## src/rtl/ntr_resp_ctrl.sv

```systemverilog
// NTR cartridge response controller: latches decoded commands, classifies them,
// and drives response bytes onto the bus, one per debounced NTR clock edge.
module ntr_resp_ctrl #(
    parameter logic [31:0] CHIP_ID   = 32'hC2FF_01C0,
    parameter logic [15:0] DUMMY_LEN = 16'd8192,
    parameter logic [15:0] DATA_LEN  = 16'd512
) (
    input  logic        clk,
    input  logic        rst_n,
    input  logic        ntr_clk_db,
    input  logic        ntr_cs1_db,
    input  logic        cmd_ready,
    input  logic [63:0] cmd,
    input  logic [7:0]  resp_data,
    input  logic        resp_valid,
    output logic        resp_req,
    output logic        ntr_dir,
    output logic [7:0]  ntr_data_out,
    output logic        cmd_strobe,
    output logic [7:0]  cmd_op,
    output logic [55:0] cmd_arg,
    output logic        cmd_unknown,
    output logic        underrun,
    output logic [7:0]  cmd_count
);

    typedef enum logic [2:0] {IDLE, LATCH, DECODE, RESP, DRAIN} state_t;
    typedef enum logic [1:0] {C_NONE, C_DUMMY, C_ID, C_STREAM} cls_t;

    state_t      state;
    cls_t        cls;
    logic [15:0] len;
    logic [15:0] idx;
    logic [15:0] idx_nx;
    logic        rdy_meta, rdy_s;
    logic        clk_cur, clk_prev;
    logic        rise;
    logic [7:0]  stream_byte;
    logic [7:0]  id_byte;

    always_ff @(posedge clk or negedge rst_n) begin
        if (!rst_n) begin
            rdy_meta <= 1'b0;
            rdy_s    <= 1'b0;
            clk_cur  <= 1'b0;
            clk_prev <= 1'b0;
        end else begin
            rdy_meta <= cmd_ready;
            rdy_s    <= rdy_meta;
            clk_cur  <= ntr_clk_db;
            clk_prev <= clk_cur;
        end
    end

    assign rise        = clk_cur & ~clk_prev;
    assign idx_nx      = idx + 16'd1;
    assign stream_byte = resp_valid ? resp_data : 8'h00;

    always_comb begin
        id_byte = CHIP_ID[7:0];
        case (idx_nx[1:0])
            2'd1:    id_byte = CHIP_ID[15:8];
            2'd2:    id_byte = CHIP_ID[23:16];
            2'd3:    id_byte = CHIP_ID[31:24];
            default: id_byte = CHIP_ID[7:0];
        endcase
    end

    // Classification is resolved on the LATCH->DECODE edge so that the strobe,
    // the bus turnaround and the first byte are all visible during DECODE.
    always_ff @(posedge clk or negedge rst_n) begin
        if (!rst_n) begin
            state        <= IDLE;
            cls          <= C_NONE;
            len          <= 16'd0;
            idx          <= 16'd0;
            resp_req     <= 1'b0;
            ntr_dir      <= 1'b0;
            ntr_data_out <= 8'h00;
            cmd_strobe   <= 1'b0;
            cmd_op       <= 8'h00;
            cmd_arg      <= 56'd0;
            cmd_unknown  <= 1'b0;
            underrun     <= 1'b0;
            cmd_count    <= 8'd0;
        end else begin
            cmd_strobe <= 1'b0;
            resp_req   <= 1'b0;
            case (state)
                IDLE: begin
                    if (rdy_s && !ntr_cs1_db)
                        state <= LATCH;
                end
                LATCH: begin
                    if (ntr_cs1_db) begin
                        state   <= IDLE;
                        ntr_dir <= 1'b0;
                    end else begin
                        cmd_op     <= cmd[63:56];
                        cmd_arg    <= cmd[55:0];
                        cmd_strobe <= 1'b1;
                        cmd_count  <= cmd_count + 8'd1;
                        idx        <= 16'd0;
                        state      <= DECODE;
                        case (cmd[63:56])
                            8'h9F: begin
                                cls          <= C_DUMMY;
                                len          <= DUMMY_LEN;
                                ntr_dir      <= 1'b1;
                                ntr_data_out <= 8'hFF;
                            end
                            8'h90, 8'hB8: begin
                                cls          <= C_ID;
                                len          <= 16'd4;
                                ntr_dir      <= 1'b1;
                                ntr_data_out <= CHIP_ID[7:0];
                            end
                            8'h00, 8'hB7: begin
                                cls          <= C_STREAM;
                                len          <= DATA_LEN;
                                ntr_dir      <= 1'b1;
                                ntr_data_out <= stream_byte;
                                resp_req     <= resp_valid;
                                if (!resp_valid)
                                    underrun <= 1'b1;
                            end
                            default: begin
                                cls         <= C_NONE;
                                cmd_unknown <= 1'b1;
                            end
                        endcase
                    end
                end
                DECODE: begin
                    if (ntr_cs1_db) begin
                        state   <= IDLE;
                        ntr_dir <= 1'b0;
                    end else begin
                        state <= (cls == C_NONE) ? DRAIN : RESP;
                    end
                end
                RESP: begin
                    // CS1 release takes priority over a coincident clock edge.
                    if (ntr_cs1_db) begin
                        state   <= IDLE;
                        ntr_dir <= 1'b0;
                    end else if (rise) begin
                        idx <= idx_nx;
                        if (idx_nx == len) begin
                            ntr_dir <= 1'b0;
                            state   <= DRAIN;
                        end else begin
                            case (cls)
                                C_DUMMY: ntr_data_out <= 8'hFF;
                                C_ID:    ntr_data_out <= id_byte;
                                C_STREAM: begin
                                    ntr_data_out <= stream_byte;
                                    resp_req     <= resp_valid;
                                    if (!resp_valid)
                                        underrun <= 1'b1;
                                end
                                default: ntr_data_out <= ntr_data_out;
                            endcase
                        end
                    end
                end
                DRAIN: begin
                    ntr_dir <= 1'b0;
                    if (ntr_cs1_db && !rdy_s)
                        state <= IDLE;
                end
                default: begin
                    state   <= IDLE;
                    ntr_dir <= 1'b0;
                end
            endcase
        end
    end

endmodule

```

## config.mk

```make
export PLATFORM = sky130hd
export DESIGN_NAME = ntr_resp_ctrl
export DESIGN_NICKNAME = d
export VERILOG_FILES = /design/src/rtl/ntr_resp_ctrl.sv
export SDC_FILE = /design/constraint.sdc
export NUM_CORES = 1
export LEC_CHECK = 0
export ABC_CLOCK_PERIOD_IN_PS = 2900
export CELL_PAD_IN_SITES_DETAIL_PLACEMENT = 0
export CELL_PAD_IN_SITES_GLOBAL_PLACEMENT = 2
export CORE_ASPECT_RATIO = 1.5
export CORE_MARGIN = 1.5
export CORE_UTILIZATION = 27
export CTS_CLUSTER_SIZE = 12
export DETAILED_ROUTE_END_ITERATION = 16
export PLACE_DENSITY_LB_ADDON = 0.08
export REMOVE_ABC_BUFFERS = 1
export SYNTH_ARGS = -nofsm -noshare
export SYNTH_HDL_FRONTEND = slang
export SYNTH_SLANG_ARGS = --single-unit
```

## constraint.sdc

```tcl
create_clock -name clk -period 2.9 [get_ports clk]
set_input_delay 0.435 -clock clk [delete_from_list [all_inputs] [get_ports clk]]
set_output_delay 0.435 -clock clk [all_outputs]
set_load 0.02 [all_outputs]
```

==> qor.txt <==
Post-synth top area cell: dfrtp_1
Detailed-route wire length per cell: 15.6 um
Row count: 62
Commonest non-fill, non-tap cell in the layout: nand2_1
Antenna Cells: 0
Worst Setup Path Type: reg -> reg
Post-route setup slack: 0.207 ns
Fmax achieved: 371 MHz
Post-Syn Area: 5310 um^2
RSZ-0062 raised after global routing: no
Routing usage on met2: 28.4%
IO Count: 163
Logic gate share of total power: 36.2%
Final min period: 2.69 ns
Syn. warnings: 0
Fin. Hold Viols: 0
Grt peak-use layer: met2
Die Area: 20500 um^2
Bufs on Longest Clock Path: 2
Worst slack at placement: 0.135 ns
Largest family of logic cells by synthesized area: simple AND/OR/NAND/NOR gates
Total CTS buffers: 17
Sw frac: 35.6%
Worst Skew: 0.0130 ns
FFs w/ async S/R, synth: 100%
Initial antenna violation count: 0
Final core occ: 41.2%
Total of max-cap violations: 0
Layout cells sized above 1: 10.4%
Worst setup EP type: flip-flop
Hold_ws: 0.0934 ns
Finish-stage setup viols: 0
Routed Antenna Nets: 0
Cell Count, Final, Fillers Out: 1038
Slew margin rel.: 46.3%
CTS H-tree lvls: 4
Initial DRC Count: 266
Int Pwr: 4530 uW
Crit start category: flip-flop
Status: finished clean
DRC: 0
Post-Route WL: 16.2 mm
RePlAce Congestion: 0.768
Synth-to-Final Area Change: 49.4%
Top post-synthesis cells by area: dfrtp_1, nand2_1, o21ai_0
Vias: 4803
EDFF count, synth: 0
Cts hold-fix bufs: 0
Period utilization: 92.9%
Pwr/cell area: 888 nW/um^2
Post-Synth XOR/XNOR Area: 2.64%
Syn_area_per_cell: 8.95 um^2
Die Y: 175 um
Met1 Use GR: 18.9%
Peak supply drop: 0.000386 V
Pins Over Slew Limit: 0
Clock group share of total power: 29.1%
Tightest Pin Transition: 0.805 ns
Adder-Cell Fraction of Synth Area: 1.65%
Initial Util: 27.6%
Yosys cell types: 58
Crit path max fanout: 8
First-pass GRT wire length: 26.7 mm
Clock Pin Slew Worst Setup and Hold Paths: 0.06 ns
GRT overflow: 0
CTS tree: done
Worst skew pair latency: 0.42 ns
DP HPWL: 11.3 mm
Largest net degree at the start of global routing: 71
DRT Pass-1 Iters: 5
Register area share after synthesis: 53.3%
Root buffer cell: clkbuf_16
Seq cells post-synth: 113
Core area: 19200 um^2
Gr usage total: 16.4%
Arrival time at the worst endpoint: 2.99 ns
GR met3 Demand/Resource: 5.97%
Port Buf Inserts: 162
Register share of total power: 34.7%
Most frequent cells in the layout: nand2_1, clkdlybuf4s50_1, dfrtp_1
DR vias/cell: 4.63
Net Switching: 2510 uW
CTS Sinks: 113
Vias in the first global route: 5057
Ys flop type: dfrtp_1
Cells after DPL: 1006
Req. time, crit path: 3.19 ns
Compound-Gate Fraction of Synth Area: 11.5%
Die width: 118 um
Hold WC Path Type: in -> async
Mux cell area share after synthesis: 2.29%
P_leak: 0.00353 uW
Synth top area share: 53.3%
Synth Area in Simple Gates: 25.4%
NumNets Final: 854
Mapped Cells: 593
## per-layer routing
| layer | vias to the layer above | routed length [um] |
|---|---|---|
| met5 | - | 0 |
| met4 | 0 | 170 |
| met3 | 10 | 1160 |
| met2 | 129 | 8220 |
| met1 | 2323 | 6620 |
| li1 | 2341 | - |
## kinds of logic (layout without fill, tap and decap cells)
group	after synthesis	in the layout
AOI/OAI and AO/OA	91	91
xor gates and xnor gates	16	16
adders and majority gates	7	7
buffers and inverters	44	233
DFF	113	113
muxes	10	10
and+or+nand+nor	312	312
## worst max-delay path, stage by stage, from the launching register on
cell and delay, ns:
dfrtp_2 0.44, nand3_4 0.12, or4_4 0.53, o31a_1 0.32, nor4_2 0.35, a31oi_2 0.20, o21ai_4 0.28, mux2_4 0.32
## worst paths after layout
path                            startpoint              end  slack (ns)  cells past startpoint
worst max register to register      idx[2]  ntr_data_out[7]        0.21                      7
min in group clk                  rdy_meta            rdy_s        0.35                      0
worst min register to register    rdy_meta            rdy_s        0.35                      0
worst min-delay path                 rst_n           idx[4]        0.09                      1
max in group asynchronous            rst_n        cmd_op[2]        2.08                      2
worst max-delay path                idx[2]  ntr_data_out[7]        0.21                      7
## synth_stat cells (3+ instances only)
library cell    n
a311oi_1        3
ha_1            7
o2bb2ai_1       3
nor2_1         24
dfrtp_1       113
clkbuf_1       26
a31oi_1         9
nor4b_1         3
mux2_4          4
nand2_1       226
nor3_1          5
nand3_1         9
o211ai_1        3
and3_1          5
o31ai_1         4
o21ai_0        32
o31a_1          3
mux2i_1         5
buf_2           3
a21oi_1        13
nand2b_1        5
inv_1          12
xor2_1          4
nor4_1          5
and2_1          4
nand4_1        11
xnor2_1        12
## state kept, by name (all words and copies together), names as in the netlist
signal        cells
cmd_arg          56
idx              16
cmd_count         8
cmd_op            8
ntr_data_out      8
len               3
state             3
cls               2
clk_cur           1
clk_prev          1
cmd_strobe        1
cmd_unknown       1
ntr_dir           1
rdy_meta          1
rdy_s             1
resp_req          1
underrun          1
## layout make-up
class	instances	area, um^2
fill	1999	11300
sequential	113	2830
multi-input combinational	436	2310
timing repair buffer	189	1850
clock buffer	17	425
tap	256	320
clock inverter	15	151
inverter	12	45.0
## through the flow
| stage | instance area [um^2] | setup TNS (ns) | power [uW] |
|---|---|---|---|
| 2_1_floorplan | 5180 | -34.92 | 3580 |
| 3_3_place_gp | 7350 | 0 | 5030 |
| 3_5_place_dp | 7350 | 0 | 5050 |
| 4_1_cts | 7920 | 0 | 7180 |
| 5_1_grt | 7930 | 0 | 7470 |
| 6_report | 7930 | 0 | 7040 |
## power groups by stage
| stage | registers (uW) | logic [uW] | clock network, uW |
|---|---|---|---|
| 2_1_floorplan | 3070 | 515 | 0 |
| 3_3_place_gp | 2440 | 2590 | 0 |
| 3_5_place_dp | 2450 | 2600 | 0 |
| 4_1_cts | 2450 | 2600 | 2130 |
| 5_1_grt | 2520 | 2760 | 2190 |
| 6_report | 2440 | 2550 | 2050 |
## timing repair
| item | CTS | global route |
|---|---|---|
| buffers inserted | 0 | 0 |
| gates resized for setup | 0 | 4 |
| setup endpoints to repair | 0 | 10 |
No activity file was read; power rests on OpenSTA's default activity.
